[src/rtl/tcs_color_classifier.sv]
// tcs_color_classifier: drives the S2/S3 filter selects of a TCS3200-style
// colour sensor and counts its output edges for red, green and blue in turn.
// Each R/G/B frame is classified into a 3-bit colour code, which is published
// only after STABLE_N consecutive identical frames.
// Optional build macro COLOR_HOLD_EN: when defined, a raw NONE classification
// is dropped, so color holds its last real colour.
`timescale 1ns/1ps
module tcs_color_classifier #(
    parameter int WINDOW_CYCLES = 100000,
    parameter int SETTLE_CYCLES = 5000,
    parameter int CNT_W         = 16,
    parameter int MIN_COUNT     = 20,
    parameter int STABLE_N      = 3
) (
    input  logic       clk,
    input  logic       reset,
    input  logic       sensor_out,
    output logic       s2,
    output logic       s3,
    output logic [2:0] color,
    output logic       color_valid,
    output logic       frame_done
);
    localparam int TMR_MAX = (WINDOW_CYCLES > SETTLE_CYCLES) ? WINDOW_CYCLES : SETTLE_CYCLES;
    localparam int TMR_W   = $clog2(TMR_MAX + 1);
    localparam int STB_W   = $clog2(STABLE_N + 1);
    localparam int CW2     = CNT_W + 2;

    localparam logic [TMR_W-1:0] SET_LAST = TMR_W'(SETTLE_CYCLES - 1);
    localparam logic [TMR_W-1:0] WIN_LAST = TMR_W'(WINDOW_CYCLES - 1);
    localparam logic [STB_W-1:0] STB_FULL = STB_W'(STABLE_N);
    localparam logic [CNT_W-1:0] CNT_MAX  = '1;
    localparam logic [CW2-1:0]   MIN_CW2  = CW2'(MIN_COUNT);

    localparam logic [2:0] C_RED    = 3'b000;
    localparam logic [2:0] C_GREEN  = 3'b001;
    localparam logic [2:0] C_BLUE   = 3'b010;
    localparam logic [2:0] C_YELLOW = 3'b011;
    localparam logic [2:0] C_NONE   = 3'b100;

    // {s2,s3} filter encodings; the clear filter (10) is never selected
    localparam logic [1:0] SEL_R = 2'b00;
    localparam logic [1:0] SEL_G = 2'b11;
    localparam logic [1:0] SEL_B = 2'b01;

    // Encoding places channel k's settle/count states at 2k / 2k+1
    typedef enum logic [2:0] {
        SETTLE_R = 3'd0,
        COUNT_R  = 3'd1,
        SETTLE_G = 3'd2,
        COUNT_G  = 3'd3,
        SETTLE_B = 3'd4,
        COUNT_B  = 3'd5,
        CLASSIFY = 3'd6
    } state_t;

    state_t            state_q, state_d;
    logic [TMR_W-1:0]  timer_q, timer_d;
    logic [1:0]        sel_q, sel_d;
    logic              sync1_q, sync2_q;
    logic              rise;
    logic [CNT_W-1:0]  chan_cnt [3];
    logic [2:0]        raw_color;
    logic [2:0]        cand_q, cand_d;
    logic [STB_W-1:0]  stab_q, stab_d;
    logic [2:0]        color_q, color_d;
    logic              valid_q, valid_d;

    // Two-flop synchroniser for the asynchronous sensor square wave
    always_ff @(posedge clk or posedge reset) begin
        if (reset) begin
            sync1_q <= 1'b0;
            sync2_q <= 1'b0;
        end else begin
            sync1_q <= sensor_out;
            sync2_q <= sync1_q;
        end
    end

    assign rise = sync1_q & ~sync2_q;

    // State, phase timer and filter-select registers
    always_ff @(posedge clk or posedge reset) begin
        if (reset) begin
            state_q <= SETTLE_R;
            timer_q <= '0;
            sel_q   <= SEL_R;
        end else begin
            state_q <= state_d;
            timer_q <= timer_d;
            sel_q   <= sel_d;
        end
    end

    // Sequencer: fixed-length settle and count phases per channel, then one classify cycle
    always_comb begin
        state_d = state_q;
        timer_d = timer_q + 1'b1;
        sel_d   = sel_q;
        case (state_q)
            SETTLE_R: if (timer_q == SET_LAST) begin state_d = COUNT_R; timer_d = '0; end
            COUNT_R:  if (timer_q == WIN_LAST) begin state_d = SETTLE_G; timer_d = '0; sel_d = SEL_G; end
            SETTLE_G: if (timer_q == SET_LAST) begin state_d = COUNT_G; timer_d = '0; end
            COUNT_G:  if (timer_q == WIN_LAST) begin state_d = SETTLE_B; timer_d = '0; sel_d = SEL_B; end
            SETTLE_B: if (timer_q == SET_LAST) begin state_d = COUNT_B; timer_d = '0; end
            COUNT_B:  if (timer_q == WIN_LAST) begin state_d = CLASSIFY; timer_d = '0; end
            CLASSIFY: begin state_d = SETTLE_R; timer_d = '0; sel_d = SEL_R; end
            default:  begin state_d = SETTLE_R; timer_d = '0; sel_d = SEL_R; end
        endcase
    end

    genvar gi;
    generate
        for (gi = 0; gi < 3; gi++) begin : g_chan
            localparam state_t ST_SETTLE = state_t'(3'(2 * gi));
            localparam state_t ST_COUNT  = state_t'(3'(2 * gi + 1));
            logic [CNT_W-1:0] cnt_q, cnt_d;

            // Clear during this channel's settle; count edges with saturation during its window
            always_comb begin
                cnt_d = cnt_q;
                if (state_q == ST_SETTLE)
                    cnt_d = '0;
                else if (state_q == ST_COUNT && rise && cnt_q != CNT_MAX)
                    cnt_d = cnt_q + 1'b1;
            end

            // Per-channel edge counter register
            always_ff @(posedge clk or posedge reset) begin
                if (reset) cnt_q <= '0;
                else       cnt_q <= cnt_d;
            end

            assign chan_cnt[gi] = cnt_q;
        end
    endgenerate

    // Classifier on the frozen counts, widened so 4*min and 3*max cannot overflow
    always_comb begin
        logic [CW2-1:0] r, g, b, min_rg, max_rg, max_all;
        r       = CW2'(chan_cnt[0]);
        g       = CW2'(chan_cnt[1]);
        b       = CW2'(chan_cnt[2]);
        min_rg  = (r < g) ? r : g;
        max_rg  = (r < g) ? g : r;
        max_all = (max_rg > b) ? max_rg : b;
        if (max_all < MIN_CW2)
            raw_color = C_NONE;
        else if ((min_rg > b + (b >> 1)) && ((min_rg << 2) >= (max_rg << 1) + max_rg))
            raw_color = C_YELLOW;
        else if (r >= g && r >= b)
            raw_color = C_RED;
        else if (g >= b)
            raw_color = C_GREEN;
        else
            raw_color = C_BLUE;
    end

    // Debounce: publish a candidate once it has been seen STABLE_N frames in a row
    always_comb begin
        logic take;
        cand_d  = cand_q;
        stab_d  = stab_q;
        color_d = color_q;
        valid_d = 1'b0;
        take    = (state_q == CLASSIFY);
`ifdef COLOR_HOLD_EN
        if (raw_color == C_NONE) take = 1'b0;
`endif
        if (take) begin
            if (raw_color == cand_q) begin
                if (stab_q != STB_FULL) stab_d = stab_q + 1'b1;
            end else begin
                cand_d = raw_color;
                stab_d = STB_W'(1);
            end
            if (stab_d == STB_FULL && cand_d != color_q) begin
                color_d = cand_d;
                valid_d = 1'b1;
            end
        end
    end

    // Debounce and published-colour registers
    always_ff @(posedge clk or posedge reset) begin
        if (reset) begin
            cand_q  <= C_NONE;
            stab_q  <= '0;
            color_q <= C_NONE;
            valid_q <= 1'b0;
        end else begin
            cand_q  <= cand_d;
            stab_q  <= stab_d;
            color_q <= color_d;
            valid_q <= valid_d;
        end
    end

    assign s2          = sel_q[1];
    assign s3          = sel_q[0];
    assign color       = color_q;
    assign color_valid = valid_q;
    assign frame_done  = (state_q == CLASSIFY);

endmodule

[config.mk]
export PLATFORM = sky130hd
export DESIGN_NAME = tcs_color_classifier
export DESIGN_NICKNAME = d
export VERILOG_FILES = /design/src/rtl/tcs_color_classifier.sv
export SDC_FILE = /design/constraint.sdc
export NUM_CORES = 1
export LEC_CHECK = 0
export ABC_AREA = 1
export BUFFER_PORTS_ARGS = -buffer_cell sky130_fd_sc_hd__buf_2
export CAP_MARGIN = 15
export CORE_MARGIN = 10
export CORE_UTILIZATION = 38
export CTS_CLUSTER_SIZE = 16
export DETAILED_ROUTE_END_ITERATION = 8
export SLEW_MARGIN = 0
export SYNTH_ARGS = -nofsm -noshare
export SYNTH_HDL_FRONTEND = slang
export SYNTH_SLANG_ARGS = --single-unit
[constraint.sdc]
create_clock -name clk -period 5.95 [get_ports clk]
set_clock_uncertainty 0.1 [all_clocks]
set_input_delay 0.595 -clock clk [delete_from_list [all_inputs] [get_ports clk]]
set_output_delay 0.595 -clock clk [all_outputs]
set_load 0.03 [all_outputs]
==> metrics.yaml <==
start_kind: "register"
fillers: 2223
clk_pin_slew_ps: 80
synthArstFlopShare_pct: 100
syn_inst: 1204
synth_edf_count: 0
seq_area_frac_synth_pct: 24.4
synth_ff_type: "dfrtp_1"
clockBufferDepth: 2
synth_nets: 1338
die_y_um: 168
worstSetupPathType: "reg -> reg"
stdcell_area_um2: 9280
required_ps: 6110
ir_drop_mv: 0.102
status: "complete, no violations"
crit_top_cell: "nand2_1"
io_pins: 10
layout_setup_ws_ps: 461
max_cap_viol_count: 0
grt_usage_pct: 16.0
wirelength_um: 22500
clock_latency_ps: 360
crit_fanout: 16
place_area_um2: 8750
power_mw: 1.16
fin_crit_ps: 5490
yosysWarnings: 0
critPathSlowestCell: "dfrtp_2"
num_vias: 7899
drive_gt1_share_pct: 8.76
power.leakage_nw: 4.60
h-tree-depth: 3
hold_path_class: "in -> async"
core_area_um2: 21700
ys_types: 49
globalplace.congestion: 0.901
drc_errors: 0
crit_path_end_kind: "register"
hold_viol: 0
synth_seq_cells: 81
placed_cells: 1497
cts_tree: "done"
antenna_cells: 0
drv_slew: 0
dpl.hpwl_um: 18400
dieArea_um2: 28200
io_buffers: 9
grt_pass1_vias: 7494
setup_tns_ps: 0
cts_buffers: 9
grt_start_max_net_pins: 82
ant_nets: 0
vias_per_cell: 5.18
initial_core_util_pct: 38.3
ctsRootBufferMaster: "clkbuf_16"
chipWidth_um: 168
syn_to_final_growth_pct: 11.7
cts.sink_count: 81
grt-ovfl-total: 0
powerDensity_nw_per_um2: 125
worst_pin_slew_ps: 632
max_stage_delay_ps: 440
setup_viol: 0
drtPass1Iterations: 5
crit_arrival_ps: 5650
avgSynthCellArea_um2: 6.90
antenna_found_initial: 0
stdcell_count: 1525
fin_crit_sh_pct: 92.3
grt_pass1_wl_um: 37200
max_slew_margin_pct: 57.7
fmax_mhz: 182
wl_per_cell_um: 14.8
drt_iter0_markers: 498
syn-cell-area_um2: 8310
dp_slack_ps: 272
rows: 54
final_nets: 1374
-- Yosys cell counts, types with 7 or more instances --
| library cell | count | area share (%) |
|---|---|---|
| nand2_1 | 258 | 12 |
| xor2_1 | 21 | 2.2 |
| o21ai_1 | 11 | 0.66 |
| xnor2_1 | 10 | 1.1 |
| nor2_1 | 98 | 4.4 |
| nand3_1 | 79 | 4.8 |
| clkbuf_1 | 7 | 0.32 |
| inv_1 | 179 | 8.1 |
| nor4_1 | 15 | 1.1 |
| o21ai_0 | 80 | 4.8 |
| ha_1 | 129 | 19 |
| dfrtp_1 | 79 | 24 |
| nor3_1 | 39 | 2.4 |
| nand4_1 | 15 | 1.1 |
| a21oi_1 | 111 | 6.7 |
-- worst max-delay path, delay by kind of cell, from the launching register on --
kind	cells	cell delay, ps
and+or+nand+nor	32	3180
xor gates and xnor gates	1	140
AOI/OAI and AO/OA	1	180
adders and majority gates	3	910
buffers and inverters	4	400
DFF	1	440
-- per-layer routing --
metal | vias up | wire length (um) | global-route usage, % | part of all wire (%)
met5 | - | 0 | 0 | 0
met4 | 0 | 437 | 4.31 | 1.9
met3 | 24 | 772 | 2.26 | 3.4
met2 | 130 | 10400 | 26.1 | 46
met1 | 3626 | 10900 | 21.5 | 48
li1 | 4119 | - | - | -
-- sequential cells by signal, summed over array words and instances, names as in the netlist --
| register | cells |
|---|---|
| sync1_q | 1 |
| g_chan.cnt_q | 48 |
| sync2_q | 1 |
| cand_q | 3 |
| color_valid | 1 |
| sel_q | 2 |
| state_q | 3 |
| timer_q | 17 |
| stab_q | 2 |
| color | 3 |
-- per-stage QoR --
| stage | util, % | hold slack (ps) |
|---|---|---|
| 6_report | 42.8 | 167 |
| 5_1_grt | 42.8 | 195 |
| 4_1_cts | 41.8 | 227 |
| 3_5_place_dp | 40.4 | 268 |
| 3_3_place_gp | 40.4 | 262 |
| 2_1_floorplan | - | 254 |
-- cell type report --
cell class              count  area [um2]  area share (%)
multi-input cells         927        5600            60.4
flip-flops and latches     81        2040            22.0
inverters                 184         694            7.48
well taps                 280         350            3.78
repair buffers             37         283            3.05
clock buffers               9         225            2.43
clock inverters             7        83.8           0.903
-- logic make-up (layout without fill, tap and decap cells) --
family,after synthesis,after routing,synth area share [%]
compound gates,233,233,15.2
xor+xnor,31,31,3.27
fa+ha+maj,131,131,19.9
buf+inv,196,237,9.14
flops,81,81,24.4
simple gates,532,532,28.0
-- where the power goes --
group	total [mW]	leakage, nW	switching, mW	internal [mW]
clock network	0.593	0.151	0.291	0.302
registers	0.551	1.09	0.000230	0.551
logic	0.0150	3.36	0.0121	0.00299
total	1.16	4.60	0.303	0.855
-- worst paths after layout --
| check | start | to | slack (ps) | depth (start not counted) |
|---|---|---|---|---|
| setup / recovery | g_chan[1].cnt_q[7]$_DFFE_PP0P_ | color[0]$_DFFE_PP0P_ | 460 | 41 |
| hold / removal | reset | color[0]$_DFFE_PP0P_ | 170 | 3 |
| setup reg to reg | g_chan[1].cnt_q[7]$_DFFE_PP0P_ | color[0]$_DFFE_PP0P_ | 460 | 41 |
| hold reg to reg | sync1_q$_DFF_PP0_ | sync2_q$_DFF_PP0_ | 280 | 0 |
| max in group asynchronous | reset | g_chan[1].cnt_q[2]$_DFFE_PP0P_ | 4950 | 4 |
| min in group clk | sensor_out | sync1_q$_DFF_PP0_ | 240 | 1 |
-- layout by cell type (no fill, tap or decap), drive strengths merged, types with 21 or more instances in the layout --
cell / count
xor2: 21
buf: 37
dfrtp: 79
a21oi: 112
nand2: 263
nor2: 104
inv: 185
nor3: 41
o21ai: 93
nand3: 82
ha: 129
-- repair_timing --
action	CTS	global route
endpoints found under the hold margin	0	0
gates resized for setup	0	36
setup buffers	0	11
setup endpoints to repair	0	6
hold buffers	0	0
Note: power is estimated with default switching activity, not from simulation.
